$ cat config.mk
export PLATFORM = sky130hd
export DESIGN_NAME = sevenseg_scan_flat
export DESIGN_NICKNAME = d
export VERILOG_FILES = /design/src/rtl/sevenseg_scan_pkg.sv /design/src/rtl/sevenseg_scan_if.sv /design/src/rtl/sevenseg_scan_dec.sv /design/src/rtl/sevenseg_scan.sv /design/src/flat_wrapper.sv
export SDC_FILE = /design/constraint.sdc
export NUM_CORES = 1
export LEC_CHECK = 0
export ABC_AREA = 1
export CORE_MARGIN = 1.5
export CORE_UTILIZATION = 60
export DETAILED_ROUTE_END_ITERATION = 10
export GPL_ROUTABILITY_DRIVEN = 0
export GPL_TIMING_DRIVEN = 1
export HOLD_SLACK_MARGIN = 0.02
export PLACE_DENSITY = 0.91
export REMOVE_ABC_BUFFERS = 1
export SYNTH_ARGS = -nofsm -noshare
export SYNTH_HDL_FRONTEND = slang
export SYNTH_SLANG_ARGS = --single-unit
$ cat constraint.sdc
create_clock -name clk -period 2.8 [get_ports clk]
set_input_delay 0.28 -clock clk [delete_from_list [all_inputs] [get_ports clk]]
set_output_delay 0.28 -clock clk [all_outputs]
set_load 0.1 [all_outputs]
$ cat src/rtl/sevenseg_scan_pkg.sv
// ---------------------------------------------------------------------------
// nl_pkg -- shared constants for the seven-segment scan display.
//   * SEG_0..SEG_9, SEG_DASH : segment patterns {g,f,e,d,c,b,a}, active-high
//   * DIG_HT..DIG_SO         : digit index of each BCD digit (5..0)
//   * NDIG                   : number of scanned digits
// ---------------------------------------------------------------------------
package nl_pkg;

    localparam int NDIG = 6;

    localparam logic [6:0] SEG_0    = 7'h3F;
    localparam logic [6:0] SEG_1    = 7'h06;
    localparam logic [6:0] SEG_2    = 7'h5B;
    localparam logic [6:0] SEG_3    = 7'h4F;
    localparam logic [6:0] SEG_4    = 7'h66;
    localparam logic [6:0] SEG_5    = 7'h6D;
    localparam logic [6:0] SEG_6    = 7'h7D;
    localparam logic [6:0] SEG_7    = 7'h07;
    localparam logic [6:0] SEG_8    = 7'h7F;
    localparam logic [6:0] SEG_9    = 7'h6F;
    localparam logic [6:0] SEG_DASH = 7'h40;

    localparam logic [2:0] DIG_HT = 3'd5;  // hours tens
    localparam logic [2:0] DIG_HO = 3'd4;  // hours ones
    localparam logic [2:0] DIG_MT = 3'd3;  // minutes tens
    localparam logic [2:0] DIG_MO = 3'd2;  // minutes ones
    localparam logic [2:0] DIG_ST = 3'd1;  // seconds tens
    localparam logic [2:0] DIG_SO = 3'd0;  // seconds ones

endpackage

$ cat src/rtl/sevenseg_scan_if.sv
// ---------------------------------------------------------------------------
// sevenseg_scan_if -- timer-to-display bundle.
//   tick        : 1 Hz one-cycle pulse from the timer
//   x5..x0      : BCD digits HH:MM:SS
//   seg/an/dp   : segment pattern, digit enables, colon dot
//   expired     : snapshot is 00:00:00
// master = timer/driver side, slave = sevenseg_scan.
// ---------------------------------------------------------------------------
interface sevenseg_scan_if;
    logic       tick;
    logic [3:0] x5;
    logic [3:0] x4;
    logic [3:0] x3;
    logic [3:0] x2;
    logic [3:0] x1;
    logic [3:0] x0;
    logic [6:0] seg;
    logic [5:0] an;
    logic       dp;
    logic       expired;

    modport master (output tick, x5, x4, x3, x2, x1, x0,
                    input  seg, an, dp, expired);
    modport slave  (input  tick, x5, x4, x3, x2, x1, x0,
                    output seg, an, dp, expired);
endinterface

$ cat src/rtl/sevenseg_scan_dec.sv
// ---------------------------------------------------------------------------
// bcd_to_seg -- combinational BCD to seven-segment decoder.
//   bcd : 4-bit digit in
//   seg : {g,f,e,d,c,b,a} active-high; values above 9 show a dash
// ---------------------------------------------------------------------------
module bcd_to_seg
    import nl_pkg::*;
(
    input  logic [3:0] bcd,
    output logic [6:0] seg
);

    // Pattern lookup; any non-decimal code falls through to the dash.
    always_comb begin
        seg = SEG_DASH;
        case (bcd)
            4'd0:    seg = SEG_0;
            4'd1:    seg = SEG_1;
            4'd2:    seg = SEG_2;
            4'd3:    seg = SEG_3;
            4'd4:    seg = SEG_4;
            4'd5:    seg = SEG_5;
            4'd6:    seg = SEG_6;
            4'd7:    seg = SEG_7;
            4'd8:    seg = SEG_8;
            4'd9:    seg = SEG_9;
            default: seg = SEG_DASH;
        endcase
    end

endmodule

$ cat src/rtl/sevenseg_scan.sv
// ---------------------------------------------------------------------------
// sevenseg_scan -- six-digit multiplexed display driver for the countdown
// timer. Snapshots the BCD digits once per scan frame, scans one digit per
// SCAN_DIV cycles with a BLANK_CYC dead band, blanks leading zeros, blinks
// the colon on each tick and flashes the display once the snapshot is zero.
//   clk   : system clock
//   rst_n : asynchronous active-low reset
//   bus   : sevenseg_scan_if.slave (tick, x5..x0 in; seg, an, dp, expired out)
// ---------------------------------------------------------------------------
module sevenseg_scan
    import nl_pkg::*;
#(
    parameter int SCAN_DIV     = 1000,
    parameter int BLANK_CYC    = 2,
    parameter int FLASH_FRAMES = 64,
    parameter int LZB          = 1
)(
    input  logic            clk,
    input  logic            rst_n,
    sevenseg_scan_if.slave  bus
);

    localparam int PW = (SCAN_DIV > 1) ? $clog2(SCAN_DIV) : 1;
    localparam int FW = (FLASH_FRAMES > 1) ? $clog2(FLASH_FRAMES) : 1;
    localparam logic LZB_EN = (LZB != 0);

    logic [PW-1:0]          pre_r;
    logic [2:0]             idx_r;
    logic [NDIG-1:0][3:0]   snap_r;
    logic                   first_r;
    logic                   snap_done_r;
    logic                   expired_r;
    logic [FW-1:0]          flash_cnt_r;
    logic                   flash_off_r;
    logic                   colon_on_r;
    logic [6:0]             seg_r;
    logic [5:0]             an_r;
    logic                   dp_r;

    logic                   pre_tc_s;
    logic                   wrap_s;
    logic                   take_s;
    logic                   all_zero_s;
    logic                   flash_off_s;
    logic [NDIG-1:0]        zero_s;
    logic [NDIG-1:0]        blank_s;
    logic [3:0]             cur_digit_s;
    logic [6:0]             cur_seg_s;
    logic [5:0]             onehot_s;
    logic [5:0]             an_next_s;
    logic                   dp_next_s;

    assign pre_tc_s   = (pre_r == PW'(SCAN_DIV - 1));
    assign wrap_s     = pre_tc_s && (idx_r == DIG_HT);
    // First cycle after reset release also loads, so the display is live at once.
    assign take_s     = wrap_s || first_r;
    assign all_zero_s = (snap_r == 24'd0);
    // Expired gates the flash directly so the display comes back as soon as
    // expired drops, without waiting for the flash register to clear.
    assign flash_off_s = flash_off_r && expired_r;

    assign zero_s[0] = (snap_r[0] == 4'd0);
    assign zero_s[1] = (snap_r[1] == 4'd0);
    assign zero_s[2] = (snap_r[2] == 4'd0);
    assign zero_s[3] = (snap_r[3] == 4'd0);
    assign zero_s[4] = (snap_r[4] == 4'd0);
    assign zero_s[5] = (snap_r[5] == 4'd0);

    // A digit is a leading zero only if it and every digit above it are zero.
    assign blank_s[5] = LZB_EN && zero_s[5];
    assign blank_s[4] = LZB_EN && zero_s[5] && zero_s[4];
    assign blank_s[3] = LZB_EN && zero_s[5] && zero_s[4] && zero_s[3];
    assign blank_s[2] = LZB_EN && zero_s[5] && zero_s[4] && zero_s[3] && zero_s[2];
    assign blank_s[1] = 1'b0;
    assign blank_s[0] = 1'b0;

    // Slot prescaler and digit index.
    always_ff @(posedge clk or negedge rst_n) begin
        if (!rst_n) begin
            pre_r <= '0;
            idx_r <= 3'd0;
        end else if (pre_tc_s) begin
            pre_r <= '0;
            idx_r <= (idx_r >= DIG_HT) ? 3'd0 : idx_r + 3'd1;
        end else begin
            pre_r <= pre_r + PW'(1);
        end
    end

    // Frame snapshot of the six input digits.
    always_ff @(posedge clk or negedge rst_n) begin
        if (!rst_n) begin
            first_r     <= 1'b1;
            snap_done_r <= 1'b0;
            snap_r      <= 24'd0;
        end else begin
            first_r     <= 1'b0;
            snap_done_r <= take_s;
            if (take_s) begin
                snap_r <= {bus.x5, bus.x4, bus.x3, bus.x2, bus.x1, bus.x0};
            end
        end
    end

    // Expired flag, refreshed only in the cycle after a snapshot.
    always_ff @(posedge clk or negedge rst_n) begin
        if (!rst_n) begin
            expired_r <= 1'b0;
        end else if (snap_done_r) begin
            expired_r <= all_zero_s;
        end
    end

    // Expired flash: frame counter and on/off phase.
    always_ff @(posedge clk or negedge rst_n) begin
        if (!rst_n) begin
            flash_cnt_r <= '0;
            flash_off_r <= 1'b0;
        end else if (!expired_r) begin
            flash_cnt_r <= '0;
            flash_off_r <= 1'b0;
        end else if (wrap_s) begin
            if (flash_cnt_r == FW'(FLASH_FRAMES - 1)) begin
                flash_cnt_r <= '0;
                flash_off_r <= ~flash_off_r;
            end else begin
                flash_cnt_r <= flash_cnt_r + FW'(1);
            end
        end
    end

    // Colon blink on every tick pulse.
    always_ff @(posedge clk or negedge rst_n) begin
        if (!rst_n) begin
            colon_on_r <= 1'b1;
        end else if (bus.tick) begin
            colon_on_r <= ~colon_on_r;
        end
    end

    // Select the snapshot digit for the current slot.
    always_comb begin
        cur_digit_s = 4'd0;
        case (idx_r)
            DIG_SO:  cur_digit_s = snap_r[0];
            DIG_ST:  cur_digit_s = snap_r[1];
            DIG_MO:  cur_digit_s = snap_r[2];
            DIG_MT:  cur_digit_s = snap_r[3];
            DIG_HO:  cur_digit_s = snap_r[4];
            DIG_HT:  cur_digit_s = snap_r[5];
            default: cur_digit_s = 4'd0;
        endcase
    end

    bcd_to_seg u_dec (
        .bcd (cur_digit_s),
        .seg (cur_seg_s)
    );

    // Enable and colon-dot selection for the next output cycle.
    always_comb begin
        onehot_s  = 6'd0;
        an_next_s = 6'd0;
        dp_next_s = colon_on_r && ((idx_r == DIG_HO) || (idx_r == DIG_MO));
        if (idx_r <= DIG_HT) begin
            onehot_s = 6'b000001 << idx_r;
        end else begin
            onehot_s = 6'd0;
        end
        if ((pre_r < PW'(BLANK_CYC)) || flash_off_s) begin
            an_next_s = 6'd0;
        end else begin
            an_next_s = onehot_s & ~blank_s;
        end
    end

    // Registered display outputs.
    always_ff @(posedge clk or negedge rst_n) begin
        if (!rst_n) begin
            seg_r <= 7'd0;
            an_r  <= 6'd0;
            dp_r  <= 1'b0;
        end else begin
            seg_r <= cur_seg_s;
            an_r  <= an_next_s;
            dp_r  <= dp_next_s;
        end
    end

    assign bus.seg     = seg_r;
    assign bus.an      = an_r;
    assign bus.dp      = dp_r;
    assign bus.expired = expired_r;

endmodule

$ cat src/flat_wrapper.sv
// flat-port wrapper written by rule: the top's interface ports become plain ports
module sevenseg_scan_flat import nl_pkg::*;
#(
    parameter int SCAN_DIV     = 1000,
    parameter int BLANK_CYC    = 2,
    parameter int FLASH_FRAMES = 64,
    parameter int LZB          = 1
)
  (clk, rst_n, bus_tick, bus_x5, bus_x4, bus_x3, bus_x2, bus_x1, bus_x0, bus_seg, bus_an, bus_dp, bus_expired);
  sevenseg_scan_if bus_i ();
  input  logic clk;
  input  logic rst_n;
  input wire logic [$bits(bus_i.tick)-1:0] bus_tick;
  input wire logic [$bits(bus_i.x5)-1:0] bus_x5;
  input wire logic [$bits(bus_i.x4)-1:0] bus_x4;
  input wire logic [$bits(bus_i.x3)-1:0] bus_x3;
  input wire logic [$bits(bus_i.x2)-1:0] bus_x2;
  input wire logic [$bits(bus_i.x1)-1:0] bus_x1;
  input wire logic [$bits(bus_i.x0)-1:0] bus_x0;
  output wire logic [$bits(bus_i.seg)-1:0] bus_seg;
  output wire logic [$bits(bus_i.an)-1:0] bus_an;
  output wire logic [$bits(bus_i.dp)-1:0] bus_dp;
  output wire logic [$bits(bus_i.expired)-1:0] bus_expired;
  assign bus_i.tick = bus_tick;
  assign bus_i.x5 = bus_x5;
  assign bus_i.x4 = bus_x4;
  assign bus_i.x3 = bus_x3;
  assign bus_i.x2 = bus_x2;
  assign bus_i.x1 = bus_x1;
  assign bus_i.x0 = bus_x0;
  assign bus_seg = bus_i.seg;
  assign bus_an = bus_i.an;
  assign bus_dp = bus_i.dp;
  assign bus_expired = bus_i.expired;
  sevenseg_scan #(.SCAN_DIV(SCAN_DIV), .BLANK_CYC(BLANK_CYC), .FLASH_FRAMES(FLASH_FRAMES), .LZB(LZB)) u_core (.clk(clk), .rst_n(rst_n), .bus(bus_i));
endmodule
; Word level (Yosys, flattened, before mapping)
; Memory sizes are Yosys's and may differ from the RTL's. A register that Yosys moved wholly into a read port is not among the register bits.
; Cells that the tools add are included.
[word_totals]
ff_bits = 55
latchBits = 0
ram_bits = 0
romBits = 112
inputBits = 27
output_inout_bits = 15
word_cells = 65
memories = 1
[mem_list]
columns = memory, words, width, read_ports, rd_ports_with_merged_regs, wr, line
row1 = (name not given), 16, 7, 1, 1, 0, sevenseg_scan_dec.sv:16  ; case (bcd)
[classes]
add_sub_neg = 3
mul = 0
div_mod_pow = 0
order_cmp = 3
eq_ne = 9
shift = 1
n_mux = 11
bitwise = 4
reduce_logical = 17
[ops]
columns = cell, n
row1 = 6-bit two-way mux, 5
row2 = 24-bit zero test, 1
row3 = 4-bit case mux with 6 select lines, 1
row4 = 4-bit zero test, 4
row5 = 10-bit by 1-bit adder with 10-bit output (second input constant), 1
row6 = 10-bit equality test (second input constant), 1
row7 = 10-bit by 2-bit < comparator with 1-bit output (second input constant), 1
row8 = 10-bit two-way mux, 1
row9 = 6-bit by 1-bit adder with 6-bit output (second input constant), 1
row10 = 6-bit bitwise AND, 1
row11 = 3-bit by 2-bit equality test with 1-bit output (second input constant), 2
row12 = 3-bit equality test (second input constant), 2
row13 = 6-bit equality test (second input constant), 1
row14 = 1-bit logical AND, 6
row15 = 6-bit inverter, 1
row16 = 1-bit by 3-bit << shifter with 6-bit output (first input constant), 1
row17 = 2-bit != test (second input constant), 2
row18 = 3-bit by 1-bit adder with 3-bit output (second input constant), 1
row19 = 3-bit by 1-bit equality test with 1-bit output (second input constant), 1
row20 = 3-bit >= comparator (second input constant), 1
row21 = 3-bit less-or-equal comparator (second input constant), 1
row22 = 3-bit zero test, 1
row23 = 1-bit logical OR, 3
row24 = 1-bit two-way mux, 3
row25 = 4 further kinds, 5

; Longest topological paths before layout
[depth]
depth_word = 7
mapped_depth = 14
ltp_nobuf = 14

; Cells and area by module
; Synthesis repeated with hierarchy kept, for this count alone.
[unflattened]
cells_unflattened = 368
hier_area_um2 = 3089.2
[modules_own_cells]
columns = module, instances, cells_each, area_each_um2, seq_area_each_um2
row1 = sevenseg_scan, 1, 332, 2896.5, 1554.0
row2 = bcd_to_seg, 1, 36, 192.7, 0.0

; Least setup slack after synthesis
; No wires, ideal clock.
[synth_timing]
kind = reg-to-reg
start = reg u_core.idx_r[0]
end = reg u_core.seg_r[1] (netlist: u_core.bus.seg[1])
setup_ns = 0.125
arrival_time_ns = 1.624
required_time_ns = 2.675
path_slack_ns = 1.051
stages_incl_launch_ff = 13
path_cell_list = dfrtp_1 > inv_1 > ha_1 > nand2_1 > inv_1 > nand2_1 > nand3_1 > nor2_1 > ha_1 > inv_1 > nand2_1 > nand2_1 > nand2_1
[synth_via]
elab_chain_len = 2
elab_cells_between_ends = 7
cone_classes = 5 x eq/ne / 1 x mux / 1 x reduce/logical
[synth_rtl]
columns = element, line
row1 = "start, declared", sevenseg_scan.sv:28  ; logic [2:0] idx_r;
row2 = "start signal, assigned", sevenseg_scan.sv:84  ; idx_r <= (idx_r >= DIG_HT) ? 3'd0 : idx_r + 3'd1;
row3 = "3-bit equality test, or another cell as far along", sevenseg_scan.sv:144  ; case (idx_r)
row4 = 4-bit case mux with 6 select lines (*), sevenseg_scan.sv:144
row5 = "end, declared", sevenseg_scan.sv:36  ; logic [6:0] seg_r;
; Every way passes the cells marked *; elsewhere a longest branch is shown, timed or not.
; A chain may end at the register's enable or synchronous reset.

; Final worst setup path
[layout_timing]
start = reg u_core.idx_r[0]
end = reg u_core.seg_r[3] (netlist: u_core.bus.seg[3])
; Same word-level chain as after synthesis.

==> flow_metrics.py <==
metrics = {
    "global_routing": {
        "top_usage_layer": "met2",
        "grt_overflow": 0,
        "grt_pass1_wl_mm": 12.2,
        "grtUsageTotal": 0.261,
        "met2_usage": 0.431,
        "met3_usage": 0.0471,
        "grt_start_max_net_pins": 45,
        "grt_pass1_vias": 2806,
        "use_met1": 0.328,
        "antenna_found_initial": 0,
    },
    "logic_synthesis": {
        "ys_seq_area_frac": 0.467,
        "synth-compound-area-share": 0.0760,
        "synth_simple_gate_area_share": 0.311,
        "synth-seq-cells": 62,
        "ys_warn_count": 0,
        "synthMuxAreaShare": 0,
        "synthXorXnorAreaFrac": 0.00790,
        "synthCells": 409,
        "syn_area_um2": 3320,
        "synth_top_family_by_area": "simple AND/OR/NAND/NOR gates",
        "synth_cell_types": 34,
        "synthAdderAreaFrac": 0.0489,
        "postSynthAreaPerCell_um2": 8.13,
    },
    "power": {
        "power_frac_clock": 0.390,
        "p_leak_nw": 2.07,
        "p_switching_w": 0.000618,
        "p_per_area_nw_per_um2": 558,
        "power_frac_seq": 0.449,
        "p_comb_frac": 0.160,
        "p_int_w": 0.00159,
        "vdd_ir_drop_max_uv": 338,
        "swShare": 0.280,
    },
    "critical_path": {
        "path_max_fanout": 5,
        "crit_path_start_kind": "flip-flop",
        "crit_chain": "inv_1 > ha_1 > inv_1 > nor2_1 > nand2_1 > nand3_1 > nor2_1 > ha_1 > inv_1 > nand2_1 > nand2_1 > nand2_1 > nand2_1",
        "cp_common_cell": "nand2_1",
        "crit_required_ps": 3020,
        "crit_slowest_cell": "dfrtp_1",
        "endpoint_kind": "flip-flop",
        "path_buf_inv": 3,
        "cp_top_family": "simple AND/OR/NAND/NOR gates",
        "cp.arrival_ps": 2320,
        "slowest_delay_ps": 430,
        "path_class": "flip-flop to flip-flop",
    },
    "clocking": {
        "clock-sinks": 62,
        "postCtsSetupRepairBufs": 0,
        "htreeDepth": 3,
        "insertion_delay_ps": 340,
        "clk_path_buf_depth": 2,
        "cts_tree": "built",
        "ctsResizeCount": 0,
        "ctsHoldBuffers": 1,
        "cts-root-buf": "clkbuf_8",
        "path_clk_slew_ps": 70,
        "numCtsBuffers": 9,
    },
    "sta": {
        "rsz0062_at_grt": "no",
        "maxSlewHeadroom": 0.338,
        "tightest_slew_ps": 984,
        "tns_ps": 0,
        "min_period_over_period": 0.748,
        "hold_violations": 0,
        "layout_min_cycle_time_ps": 2090,
        "setup_viol": 0,
        "fin_skew_ps": 7.39,
        "drv_slew": 0,
        "fmax_mhz": 478,
    },
    "floorplan": {
        "row_count": 26,
        "die-area_um2": 6000,
        "die_h_um": 77.4,
        "start_util": 0.635,
        "core_um2": 5240,
        "die_w_um": 77.4,
        "io_pins": 42,
    },
    "cells_and_area": {
        "nFillCells": 376,
        "drive_above_1_share": 0.151,
        "final_common_cell": "nand2_1",
        "mostFrequentLayoutCells": "115 x nand2_1, 60 x dfrtp_1, 57 x inv_1",
        "final_cell_area_um2": 3950,
        "area_growth_pct": 18.9,
        "n_antenna_cell": 0,
        "fin_nets": 499,
    },
    "run_status": {
        "status": "finished clean",
    },
    "place": {
        "io_buffers": 41,
        "postPlaceCellArea_um2": 3730,
        "dp_hpwl_mm": 5.14,
    },
    "detailed_routing": {
        "vias_per_cell": 5.31,
        "wl_per_cell_um": 13.3,
        "drt-total-wl_mm": 7.13,
        "route.detailed.drc": 0,
        "dr.pass1.iters": 5,
        "antenna_left": 0,
        "drtIter0Drc": 208,
        "vias": 2834,
    },
    "worst_hold_path": {
        "hp-class": "input port to flip-flop",
    },
    "job": {
        "cap_violations": 0,
    },
}
## cell type report
| class | instances | area [um^2] | area share |
|---|---|---|---|
| Clock buffer | 12 | 145 | 0.0367 |
| Sequential cell | 62 | 1550 | 0.393 |
| Tap cell | 70 | 87.6 | 0.0222 |
| Inverter | 59 | 224 | 0.0567 |
| Multi-Input combinational cell | 283 | 1480 | 0.374 |
| Timing Repair Buffer | 44 | 393 | 0.0994 |
| Clock inverter | 4 | 70.1 | 0.0177 |
## synthesized netlist by cell type (all sizes together)
library cell,n,area share
nand2,128,0.16
dfrtp,60,0.45
inv,59,0.067
nand3,44,0.068
nor2,42,0.053
o21ai,29,0.061
ha,13,0.049
nand4,7,0.018
a21oi,6,0.0090
buf,5,0.021
nor3,4,0.0060
dfstp,2,0.016
xor2,2,0.0053
conb,1,0.0011
nand3b,1,0.0023
nor3b,1,0.0023
o21a,1,0.0023
o22ai,1,0.0019
o31ai,1,0.0023
or2,1,0.0019
xnor2,1,0.0026
## layer usage
metal  part of all wire  wire (um)
met1               0.43       3030
met2               0.49       3490
met3              0.059        421
met4              0.025        181
met5                  0          0
## metrics by stage
stage | setup WS [ps] | utilization | hold WS [ps] | power [W] | instances
final | 706 | 0.754 | 474 | 0.00221 | 534
after global routing | 548 | 0.754 | 497 | 0.00229 | 534
after CTS | 744 | 0.754 | 468 | 0.00221 | 534
after detailed placement | 803 | 0.711 | 367 | 0.00136 | 517
after global placement | 913 | 0.711 | 360 | 0.00135 | 517
after floorplan | 1050 | - | -15.6 | 0.00123 | 404
## state kept, by name (all words and copies together), names as in the netlist
signal and count:
u_core.bus.an 6, u_core.bus.dp 1, u_core.bus.expired 1, u_core.bus.seg 7, u_core.colon_on_r 1, u_core.first_r 1, u_core.flash_cnt_r 6, u_core.flash_off_r 1
u_core.idx_r 3, u_core.pre_r 10, u_core.snap_done_r 1, u_core.snap_r 24
## path summary, 6_finish.rpt
| kind | startpoint | to | slack, ps | depth (start not counted) |
|---|---|---|---|---|
| max in group asynchronous | rst_n | u_core.colon_on_r | 1400 | 3 |
| worst max-delay path | u_core.idx_r[0] | u_core.bus.seg[3] | 710 | 13 |
| min in group asynchronous | rst_n | u_core.pre_r[4] | 530 | 2 |
| worst min-delay path | bus_tick | u_core.colon_on_r | 470 | 2 |
| worst min register to register | u_core.flash_off_r | u_core.flash_off_r | 500 | 2 |
| worst max register to register | u_core.idx_r[0] | u_core.bus.seg[3] | 710 | 13 |
## power by group through the flow
stage / sequential [W] / clock (W) / combinational (W)
CTS: 0.000991 / 0.000863 / 0.000356
global placement: 0.00101 / 0 / 0.000341
global route: 0.000995 / 0.000913 / 0.000384
floorplan: 0.00111 / 0 / 0.000122
detailed placement: 0.00101 / 0 / 0.000350
finish: 0.000991 / 0.000861 / 0.000354
## worst register-to-register path, stage by stage, from the launching register on
cell	delay, ps
dfrtp_1	430
inv_1	130
ha_1	200
inv_1	50
nor2_1	250
nand2_1	150
nand3_1	110
nor2_1	90
ha_1	300
inv_1	40
nand2_1	70
nand2_1	60
nand2_1	60
nand2_1	40
## cells by family after synthesis
| kind of cell | count (synthesis) |
|---|---|
| simple gates | 228 |
| buf+inv | 64 |
| flops | 62 |
| compound gates | 38 |
| fa+ha+maj | 13 |
| xor+xnor | 3 |
| other cells | 1 |
Power figures use the tool's default switching activity.
